### src/rtl/mem_load_unit.sv
// rtl/mem_load_unit.sv - byte/halfword/word load unit with sign/zero extension
// Optional feature: define LOAD_MISALIGN_TRAP_EN to reject misaligned LH/LHU/LW with ld_err.
module mem_load_unit #(
   parameter int ADDR_W = 32
) (
   input  logic              clk,
   input  logic              rst_n,
   input  logic              ld_valid,
   output logic              ld_ready,
   input  logic [2:0]        ld_type,
   input  logic [ADDR_W-1:0] ld_addr,
   output logic              mem_req,
   output logic [ADDR_W-1:0] mem_addr,
   input  logic              mem_ack,
   input  logic [31:0]       mem_rdata,
   output logic              rd_valid,
   output logic [31:0]       rd_data,
   output logic              ld_err
);

   localparam logic [2:0] T_LB  = 3'b000;
   localparam logic [2:0] T_LBU = 3'b001;
   localparam logic [2:0] T_LH  = 3'b010;
   localparam logic [2:0] T_LHU = 3'b011;
   localparam logic [2:0] T_LW  = 3'b100;

   typedef enum logic [1:0] {IDLE, REQ, DONE} state_t;

   state_t      state, state_nxt;
   logic [2:0]  type_q;
   logic [1:0]  off_q;
   logic        accept;
   logic        reject;
   logic        bad_req;
   logic [7:0]  byte_sel;
   logic [15:0] half_sel;
   logic [31:0] ext_data;

   // A request is rejected for an illegal type, and optionally for misalignment
   always_comb begin
      bad_req = (ld_type > T_LW);
`ifdef LOAD_MISALIGN_TRAP_EN
      if (((ld_type == T_LH) || (ld_type == T_LHU)) && ld_addr[0])
         bad_req = 1'b1;
      if ((ld_type == T_LW) && (ld_addr[1:0] != 2'b00))
         bad_req = 1'b1;
`endif
   end

   // State register
   always_ff @(posedge clk or negedge rst_n) begin
      if (!rst_n)
         state <= IDLE;
      else
         state <= state_nxt;
   end

   // Next-state and handshake outputs; rejected requests stay in IDLE
   always_comb begin
      state_nxt = state;
      ld_ready  = 1'b0;
      mem_req   = 1'b0;
      rd_valid  = 1'b0;
      accept    = 1'b0;
      reject    = 1'b0;
      case (state)
         IDLE: begin
            ld_ready = 1'b1;
            if (ld_valid) begin
               if (bad_req) begin
                  reject = 1'b1;
               end else begin
                  accept    = 1'b1;
                  state_nxt = REQ;
               end
            end
         end
         REQ: begin
            mem_req = 1'b1;
            if (mem_ack)
               state_nxt = DONE;
         end
         DONE: begin
            rd_valid  = 1'b1;
            state_nxt = IDLE;
         end
         default: state_nxt = IDLE;
      endcase
   end

   // Lane select and extension of the returned word by the latched type/offset
   always_comb begin
      case (off_q)
         2'd0:    byte_sel = mem_rdata[7:0];
         2'd1:    byte_sel = mem_rdata[15:8];
         2'd2:    byte_sel = mem_rdata[23:16];
         default: byte_sel = mem_rdata[31:24];
      endcase
      half_sel = off_q[1] ? mem_rdata[31:16] : mem_rdata[15:0];
      case (type_q)
         T_LB:    ext_data = {{24{byte_sel[7]}}, byte_sel};
         T_LBU:   ext_data = {24'd0, byte_sel};
         T_LH:    ext_data = {{16{half_sel[15]}}, half_sel};
         T_LHU:   ext_data = {16'd0, half_sel};
         default: ext_data = mem_rdata;
      endcase
   end

   // Request latch, word-aligned address, result capture and error pulse
   always_ff @(posedge clk or negedge rst_n) begin
      if (!rst_n) begin
         type_q   <= T_LB;
         off_q    <= 2'd0;
         mem_addr <= '0;
         rd_data  <= 32'd0;
         ld_err   <= 1'b0;
      end else begin
         ld_err <= reject;
         if (accept) begin
            type_q   <= ld_type;
            off_q    <= ld_addr[1:0];
            mem_addr <= {ld_addr[ADDR_W-1:2], 2'b00};
         end
         if ((state == REQ) && mem_ack)
            rd_data <= ext_data;
      end
   end

endmodule

### config.mk
export PLATFORM = sky130hd
export DESIGN_NAME = mem_load_unit
export DESIGN_NICKNAME = d
export VERILOG_FILES = /design/src/rtl/mem_load_unit.sv
export SDC_FILE = /design/constraint.sdc
export NUM_CORES = 1
export LEC_CHECK = 0
export BUFFER_PORTS_ARGS = -buffer_cell sky130_fd_sc_hd__buf_2
export CORE_MARGIN = 2
export CORE_UTILIZATION = 48
export CTS_BUF_LIST = sky130_fd_sc_hd__clkbuf_4 sky130_fd_sc_hd__clkbuf_8 sky130_fd_sc_hd__clkbuf_16
export DETAILED_ROUTE_END_ITERATION = 10
export GPL_TIMING_DRIVEN = 0
export HOLD_SLACK_MARGIN = 0.03
export PLACE_DENSITY_LB_ADDON = 0.05
export SLEW_MARGIN = 20
export SYNTH_ARGS = -nofsm -noshare
export SYNTH_HDL_FRONTEND = slang
export SYNTH_SLANG_ARGS = --single-unit
export TNS_END_PERCENT = 20
### constraint.sdc
create_clock -name clk -period 2 [get_ports clk]
set_input_delay 0.1 -clock clk [delete_from_list [all_inputs] [get_ports clk]]
set_output_delay 0.1 -clock clk [all_outputs]
set_load 0.1 [all_outputs]
# Word-level counts from Yosys, hierarchy flattened
# Cells that the tools add are included.
# totals
reg_bits	70
output_inout_bits	68
word_cells	38
# op_classes
magnitude_cmp	1
eq_ne	10
muxes	16
reduce_logical	5
# ops
op	n
32-bit one-hot mux with 4 select lines	1
8-bit one-hot mux with 3 select lines	1
16-bit 2-to-1 mux	1
1-bit 2-to-1 mux	9
3-bit by 2-bit == test with 1-bit output (second input constant)	2
2-bit 2-to-1 mux	3
2-bit != test (second input constant)	3
2-bit by 1-bit == test with 1-bit output (second input constant)	2
2-bit == test (second input constant)	2
2-bit zero test	2
2-bit one-hot mux with 2 select lines	1
3-bit by 1-bit == test with 1-bit output (second input constant)	1
3-bit > comparator (second input constant)	1
3-bit zero test	1
3-bit AND reduction	1
1-bit logical AND	1

# Depth between registers and ports, before layout
# Gate-level depths: netlist of run 1.
# depth
word_depth	4
ltp_mapped	7

# Worst setup path after synthesis of run 1
# No wires, ideal clock.
# synth_path
kind	flip-flop to flip-flop
from	register state[1]
to	register mem_addr[22]
setup_time_ns	0.125
t_arrival_ns	2.177
required_time_ns	1.875
slack_ns	-0.302
stages_incl_launch_ff	5
path_buffers	1
period_less_slack_ns	2.302
cell_sequence	dfrtp_1 -> nor2_2 -> nand3_2 -> buf_6 -> mux2_4
# synth_via
elab_chain_cells	2
# synth_lines
element	line	source
start: declaration	29	state_t state, state_nxt;
start signal: assignment	55	state <= state_nxt;
2-bit zero test	66	case (state)
1-bit 2-to-1 mux	66	
end signal: assignment	122	mem_addr <= {ld_addr[ADDR_W-1:2], 2'b00};
end: declaration	13	output logic [ADDR_W-1:0] mem_addr,
# Every way passes these cells.
# A chain may end at the register's enable or synchronous reset.

# Worst setup path after layout of run 1
# layout_path
from	register state[1]
to	register rd_data[13]
# layout_via
elab_chain_cells	2
# layout_lines
element	line	source
2-bit by 1-bit == test with 1-bit output	124	if ((state == REQ) && mem_ack)
1-bit logical AND	124	
end signal: assignment	125	rd_data <= ext_data;
end: declaration	17	output logic [31:0] rd_data,
# Every way passes these cells.

==> results of run 1 <==
## worst max-delay path, stage by stage, from the launching register on
cell and delay [ns]:
dfrtp_1 0.42, nand2b_1 0.17, inv_1 0.07, nand2_1 0.13, buf_2 0.22, a221oi_1 0.37, a21oi_1 0.13
## routing by layer
layer,routed length [um],vias to the layer above,GRT usage (%)
met3,641,9,6.48
met4,118,0,7.53
met2,4420,121,41.0
met1,3820,1394,30.9
met5,0,-,0
li1,-,1430,-
## timing repair
action,4_1_cts,5_1_grt
hold buffers,38,0
endpoints found under the hold margin,71,0
endpoints found under the setup margin,0,0
## cells in the mapped netlist (5+ instances only)
master / instances / share of area (%)
buf_2: 7 / 1.1
nor2b_1: 6 / 1.1
mux2i_1: 6 / 1.8
nor2_1: 41 / 4.7
mux2_2: 28 / 9.6
dfrtp_1: 70 / 53
a21oi_1: 46 / 7.0
nand2_1: 13 / 1.5
a221oi_1: 8 / 2.1
o21ai_1: 5 / 0.76
a21o_1: 5 / 1.1
mux2_4: 6 / 2.7
## through the flow
stage / std cells / hold slack, ns / setup TNS (ns)
2_1_floorplan: 298 / -0.196 / -0.0951
3_5_place_dp: 515 / 0.0788 / 0
6_report: 568 / 0.0590 / 0
4_1_cts: 568 / 0.0446 / 0
3_3_place_gp: 514 / 0.320 / 0
5_1_grt: 568 / 0.0485 / 0
## state kept, by name, indices dropped and copies added, names as in the netlist
register and cells:
mem_addr 30, rd_data 32, off_q 2, state 2, ld_err 1, type_q 3
## worst max path at each step
| stage | startpoint | endpoint | cells after the start |
|---|---|---|---|
| after floorplan | state[1] | rd_data[6] | 5 |
| after global placement | state[1] | rd_data[9] | 6 |
| after global routing | type_q[2] | rd_data[24] | 5 |
| final | state[1] | rd_data[13] | 6 |
| after CTS | state[1] | rd_data[11] | 6 |
| after detailed placement | state[1] | rd_data[9] | 6 |
## placed cells by master (no fill, tap or decap), types with 6 or more instances in the layout
master,netlist,final
dfrtp_1,70,70
a221oi_1,8,8
buf_2,7,142
nor2b_1,6,6
nor2_1,41,41
mux2_2,28,28
dlygate4sd3_1,0,38
mux2i_1,6,6
a21oi_1,46,46
mux2_4,6,6
clkbuf_8,0,10
nand2_1,13,13
## layout make-up
class                           instances  area, um2  share of cell area [%]
Sequential cell                        70       1750                    37.3
Multi-Input combinational cell        203       1380                    29.3
Inverter                                4       15.0                   0.320
Clock inverter                          5       82.6                    1.76
Tap cell                               80        100                    2.13
Timing Repair Buffer                  175       1080                    23.1
Buffer                                 21        149                    3.17
Clock buffer                           10        138                    2.93
## cell families after synthesis
logic type             share of synthesized area (%)
other                                          0.114
AOI/OAI and AO/OA                               16.9
muxes                                           14.2
DFF                                             53.4
buffers and inverters                           4.99
and+or+nand+nor                                 10.4
==> flow_metrics.tcl, run 1 <==
set metrics [dict create \
    first_iter_violations 127 \
    core_um2 6720 \
    antenna_found_initial 0 \
    place_ws_ns 0.381 \
    reg2reg_depth 6 \
    startpoint_type "register" \
    cts_setup_buffers 0 \
    clock_tree.buffer_depth 2 \
    die_y_um 86.7 \
    synthFlopType "dfrtp_1" \
    ys_ff_latch 70 \
    r2r_start "state[1]" \
    fin_util_pct 69.9 \
    syn-mean-instance-area_um2 11.1 \
    rows 30 \
    yosysWarnings 0 \
    die-area_um2 7510 \
    ys_seq_area_share_pct 53.4 \
    clk_pin_slew_ns 0.08 \
    io_pins 139 \
    rr_endpoint "rd_data[13]" \
    grt_pass1_vias 2918 \
    fin_ws_ns 0.361 \
    area_growth_pct 43.0 \
    dp_hpwl_um 6410 \
    syn_area_um2 3280 \
    fmaxAchievable_mhz 610 \
    required_ns 2.21 \
    clock_skew_ns 0.00754 \
    cts_tree "built" \
    synth_cell_type_count 41 \
    status "complete, no violations" \
    drc 0 \
    die_w_um 86.7 \
    grt_use_total_pct 24.4 \
    vias_per_cell 5.20 \
    dr_total_vias 2954 \
    r2r_slack_ns 0.36 \
    setup.worst_path.end_class "register" \
    first_pass_iters 4 \
    clk_latency_ns 0.34 \
    htreeDepth 3 \
    routed_wl_um 9010 \
    postRouteAntennaNets 0 \
    grt_overflow 0 \
    start_util_pct 48.8 \
    async_flop_share_pct 100 \
    io_buffers 136 \
    cts_resized 0 \
    gp_congestion 0.867 \
    n_antenna_cell 0 \
    crit_arrival_ns 1.85 \
    stdcell_area_um2 4690 \
    synth_edf_count 0 \
    whs_path_depth 3 \
    worstPathMaxFanout 10 \
    min_period_ns 1.64 \
    grt_pass1_wl_um 14000 \
    setup_viol 0 \
    cts_made_buffers 9 \
    rsz0062_at_grt "false" \
    wire_per_inst_um 15.9 \
    path_class "reg -> reg" \
    grt_max_degree 37 \
    worstHoldEndpoint "rd_data[6]" \
    finalNetCount 555 \
    num-fill-cells 531 \
    cap_violations 0 \
    hold_viol 0 \
    placed_area_um2 4090 \
    hold_path.class "in -> reg" \
    cts_sinks 70 \
    hp-start "mem_rdata[6]" \
    period_share_pct 82.0 \
    synth_cells 297 \
    cts-root-buf "clkbuf_8" \
    drive_above_1_share_pct 43.0 \
    slew_violations 0 \
]
Power of run 1 is not shown: default switching activity piles up to over one toggle a cycle in this logic, so the estimate is an artifact.
==> run 2: changes to the inputs <==
==> constraint.sdc (replaced) <==
create_clock -name clk -period 1.63 [get_ports clk]
set_input_delay 0.0815 -clock clk [delete_from_list [all_inputs] [get_ports clk]]
set_output_delay 0.0815 -clock clk [all_outputs]
set_load 0.1 [all_outputs]
==> run 2 against run 1 <==
Flip-flop and latch count stayed put. Clock skew is 0.0013 ns higher. Sequential share of layout area is 0.34 points lower. Cell count is 0.18% lower. Via count is 3.2% higher. Die area stayed put. First-iteration DRC count is 69% higher. Core utilization is 0.65 points higher. Final area is 0.93% higher. Non-clock buffer count is 1 lower. Register-to-register slack worse by 0.36 ns. Routed wire length is 2.2% higher. Highest routed layer unchanged.
==> flow_metrics.tcl, run 2 (same netlist as run 1, synthesis figures left out) <==
set metrics [dict create \
    status "complete, no violations" \
    startpoint_type "register" \
    routed_wl_um 9200 \
    multi_input_area_um2 1410 \
    hold_path.class "in -> reg" \
    antenna_found_initial 0 \
    core_um2 6720 \
    postRouteAntennaNets 0 \
    clk_latency_ns 0.34 \
    setup_viol 0 \
    place_ws_ns -0.00720 \
    cts_tree "built" \
    relSlewSlack_pct 66.5 \
    rows 30 \
    cts_sinks 70 \
    cts-root-buf "clkbuf_8" \
    die_w_um 86.7 \
    drc 0 \
    wire_per_inst_um 16.2 \
    first_iter_violations 214 \
    layout.cells.most_common "buf_2" \
    num-fill-cells 528 \
    drive_above_1_share_pct 45.0 \
    slew_violations 0 \
    final_cell_mix "buf_2 (142), dfrtp_1 (70), a21oi_1 (46), nor2_1 (41), dlygate4sd3_1 (37)" \
    top_regs "rd_data: 32 flops, mem_addr: 30 flops, type_q: 3 flops" \
    dp_cells 515 \
    fin_ws_ns 0.00523 \
    cap_violations 0 \
    fmaxAchievable_mhz 615 \
    grt_pass1_vias 3068 \
    dp_hpwl_um 6440 \
    worstPathMaxFanout 10 \
    worst_pin_slew_ns 0.503 \
    vias_per_cell 5.38 \
    die-area_um2 7510 \
    first_pass_iters 6 \
    hold_viol 0 \
    ff_latch_area_um2 1750 \
    io_buffers 136 \
    grt_pass1_wl_um 14800 \
    fin_setup_tns_ns 0 \
    required_ns 1.85 \
    period_share_pct 99.7 \
    placed_area_um2 4110 \
    min_period_ns 1.62 \
    largest_register_ffs 32 \
    dr_total_vias 3049 \
    clk_pin_slew_ns 0.08 \
    finalNetCount 554 \
    crit_arrival_ns 1.84 \
    cts_made_buffers 9 \
    io_pins 139 \
    stdcell_count 567 \
    start_util_pct 48.8 \
    htreeDepth 3 \
    area_growth_pct 44.4 \
    clock_tree.buffer_depth 2 \
    gp_congestion 0.877 \
    grt_max_degree 44 \
    setup.worst_path.end_class "register" \
    clock_skew_ns 0.00886 \
    max_flop_register "rd_data" \
    die_y_um 86.7 \
    grt_overflow 0 \
    n_antenna_cell 0 \
    grt_use_total_pct 25.3 \
    rsz0062_at_grt "true" \
    path_class "reg -> reg" \
    stdcell_area_um2 4740 \
]
## run 2: area by class of cell
| type | count | area share (%) |
|---|---|---|
| well taps | 80 | 2.11 |
| multi-input cells | 203 | 29.7 |
| clock inverters | 6 | 2.35 |
| clock buffers | 9 | 2.61 |
| flip-flops and latches | 70 | 37.0 |
| plain buffers | 21 | 3.22 |
| inverters | 4 | 0.422 |
| repair buffers | 174 | 22.7 |
## run 2: stage by stage
step / hold slack [ns] / util (%)
floorplan: -0.214 / -
global placement: 0.300 / 60.9
detailed placement: 0.0275 / 61.2
CTS: 0.0343 / 70.3
global route: 0.0404 / 70.5
finish: 0.0485 / 70.5
## run 2: final timing paths
| check | startpoint | cells after the start | endpoint | slack (ns) |
|---|---|---|---|---|
| worst max-delay path | state[1] | 6 | rd_data[9] | 0.005 |
| worst min-delay path | ld_type[2] | 3 | type_q[2] | 0.05 |
| worst max register to register | state[1] | 6 | rd_data[9] | 0.005 |
| worst min register to register | rd_data[3] | 2 | rd_data[3] | 0.48 |
| max in group asynchronous | rst_n | 3 | mem_addr[26] | 0.88 |
| min in group asynchronous | rst_n | 2 | rd_data[2] | 0.20 |
## run 2: worst max-delay path, cell delays in order (launching register included)
cell and delay, ns:
dfrtp_1 0.43, nand2b_1 0.20, clkinvlp_4 0.09, nand2_2 0.09, buf_2 0.21, a221oi_1 0.36, a21oi_1 0.13
## run 2: metal layers
metal  part of all wire [%]  vias to the layer above  wire length (um)  track usage, %
met5                      0                        -                 0               0
met4                    3.1                        0               282            12.6
met3                    7.6                       22               696            5.33
met2                     49                      145              4530            41.6
met1                     40                     1451              3700            31.7
li1                       -                     1431                 -               -
## run 2: timing repair
item / in CTS / in global routing
endpoints found under the hold margin: 86 / 0
cloned: 0 / 0
hold buffers: 37 / 0
gates resized for setup: 1 / 6
setup endpoints to repair: 1 / 29
buffers inserted: 0 / 0
Power of run 2 is left out for the same reason.
==> run 3: changes to the inputs <==
--- a/config.mk
+++ b/config.mk
@@ -7,12 +7,12 @@
 export LEC_CHECK = 0
 export BUFFER_PORTS_ARGS = -buffer_cell sky130_fd_sc_hd__buf_2
 export CORE_MARGIN = 2
-export CORE_UTILIZATION = 48
+export CORE_UTILIZATION = 43
 export CTS_BUF_LIST = sky130_fd_sc_hd__clkbuf_4 sky130_fd_sc_hd__clkbuf_8 sky130_fd_sc_hd__clkbuf_16
 export DETAILED_ROUTE_END_ITERATION = 10
 export GPL_TIMING_DRIVEN = 0
 export HOLD_SLACK_MARGIN = 0.03
-export PLACE_DENSITY_LB_ADDON = 0.05
+export PLACE_DENSITY = 0.76
 export SLEW_MARGIN = 20
 export SYNTH_ARGS = -nofsm -noshare
 export SYNTH_HDL_FRONTEND = slang
==> constraint.sdc (replaced) <==
create_clock -name clk -period 1.3 [get_ports clk]
set_input_delay 0.065 -clock clk [delete_from_list [all_inputs] [get_ports clk]]
set_output_delay 0.065 -clock clk [all_outputs]
set_load 0.1 [all_outputs]
==> run 3 against run 2 <==
Hold slack got worse by 0.0067 ns. Critical path type unchanged. First-iteration DRC count decreased by 11%. Clock skew increased by 0.0034 ns. The flow now finishes with violations (setup timing). Sequential share of layout area decreased by 2.6 points. Worst setup slack got worse by 0.20 ns. Final area increased by 7.8%.
==> flow_metrics.tcl, run 3 (same netlist as run 1, synthesis figures left out) <==
set metrics [dict create \
    rows 31 \
    whs_ns 0.0419 \
    cts_made_buffers 9 \
    clk_pin_slew_ns 0.08 \
    grt_max_degree 39 \
    largest_register_ffs 32 \
    postRouteAntennaNets 0 \
    required_ns 1.53 \
    clock_tree.buffer_depth 2 \
    cts_tree "built" \
    status "complete, but fails checks" \
    area_growth_pct 55.7 \
    hold_viol 0 \
    stdcell_area_um2 5110 \
    finalNetCount 566 \
    wire_per_inst_um 17.9 \
    dp_cells 534 \
    top_regs "rd_data: 32 flops, mem_addr: 30 flops, type_q: 3 flops" \
    worstPathMaxFanout 6 \
    period_share_pct 115 \
    stdcell_count 599 \
    fmaxAchievable_mhz 669 \
    drive_above_1_share_pct 53.8 \
    r2r_slack_ns -0.19 \
    first_pass_iters 5 \
    startpoint_type "register" \
    place_ws_ns -0.296 \
    cap_violations 0 \
    placed_area_um2 4140 \
    max_flop_register "rd_data" \
    rsz0062_at_grt "true" \
    dr_total_vias 3199 \
    cts-root-buf "clkbuf_8" \
    crit_arrival_ns 1.72 \
    first_iter_violations 190 \
    drc 0 \
    cts_sinks 70 \
    grt_pass1_wl_um 17000 \
    io_pins 139 \
    vias_per_cell 5.34 \
    hold_path.class "in -> reg" \
    start_util_pct 44.8 \
    die_y_um 91.4 \
    n_antenna_cell 0 \
    layout.cells.most_common "buf_2" \
    gp_congestion 0.939 \
    clk_latency_ns 0.34 \
    die-area_um2 8350 \
    htreeDepth 3 \
    setup_viol 62 \
    io_buffers 136 \
    core_um2 7330 \
    die_w_um 91.4 \
    slew_violations 0 \
    grt_use_total_pct 26.0 \
    relSlewSlack_pct 60.3 \
    grt_overflow 0 \
    clock_skew_ns 0.0123 \
    path_class "reg -> reg" \
    grt_pass1_vias 3341 \
    antenna_found_initial 0 \
    final_cell_mix "buf_2 (136), dfrtp_1 (66), nor2_1 (40), dlygate4sd3_1 (40), a21oi_1 (30)" \
    setup.worst_path.end_class "register" \
    min_period_ns 1.49 \
    violations "setup timing" \
    fin_ws_ns -0.195 \
    routed_wl_um 10700 \
    worst_pin_slew_ns 0.596 \
    dp_hpwl_um 6800 \
]
==> run 3: cell type report <==
class	count	area, um2
Multi-Input combinational cell	203	1580
Clock inverter	5	58.8
Clock buffer	11	145
Fill cell	554	2220
Timing Repair Buffer	187	1240
Inverter	4	27.5
Tap cell	99	124
Buffer	20	173
Sequential cell	70	1760
==> run 3: repair_timing <==
item | 4_1_cts | 5_1_grt
gates cloned | 2 | 0
resized for setup | 58 | 16
endpoints found under the hold margin | 72 | 0
hold buffers | 40 | 0
setup buffers | 9 | 0
pin swaps | 6 | 7
endpoints found under the setup margin | 64 | 68
==> run 3: critical path: stages (launching register included) <==
cell and delay (ns):
dfrtp_1 0.40, buf_6 0.14, or3b_4 0.41, a211o_1 0.28, o221ai_1 0.08, o21ai_1 0.08
==> run 3: path summary, 6_finish.rpt <==
path | start | endpoint | depth (start not counted)
max | type_q[2] | rd_data[2] | 5
min | mem_rdata[11] | rd_data[11] | 3
max reg2reg | type_q[2] | rd_data[2] | 5
min reg2reg | rd_data[0] | rd_data[0] | 2
max in group asynchronous | rst_n | type_q[1] | 3
min in group asynchronous | rst_n | mem_addr[31] | 2
==> run 3: stage by stage <==
stage / utilization [%] / setup TNS (ns)
6_report: 69.7 / -8.49
5_1_grt: 69.7 / -12.75
4_1_cts: 68.8 / -6.37
3_5_place_dp: 56.4 / -8.97
3_3_place_gp: 56.1 / -17.27
2_1_floorplan: - / -31.26
==> run 3: per-layer routing <==
layer | vias to the layer above | track usage, % | part of all wire, %
li1 | 1451 | - | -
met1 | 1553 | 32.2 | 40
met2 | 165 | 42.8 | 49
met3 | 30 | 7.80 | 8.8
met4 | 0 | 9.47 | 2.7
met5 | - | 0 | 0
Power of run 3 is left out for the same reason.
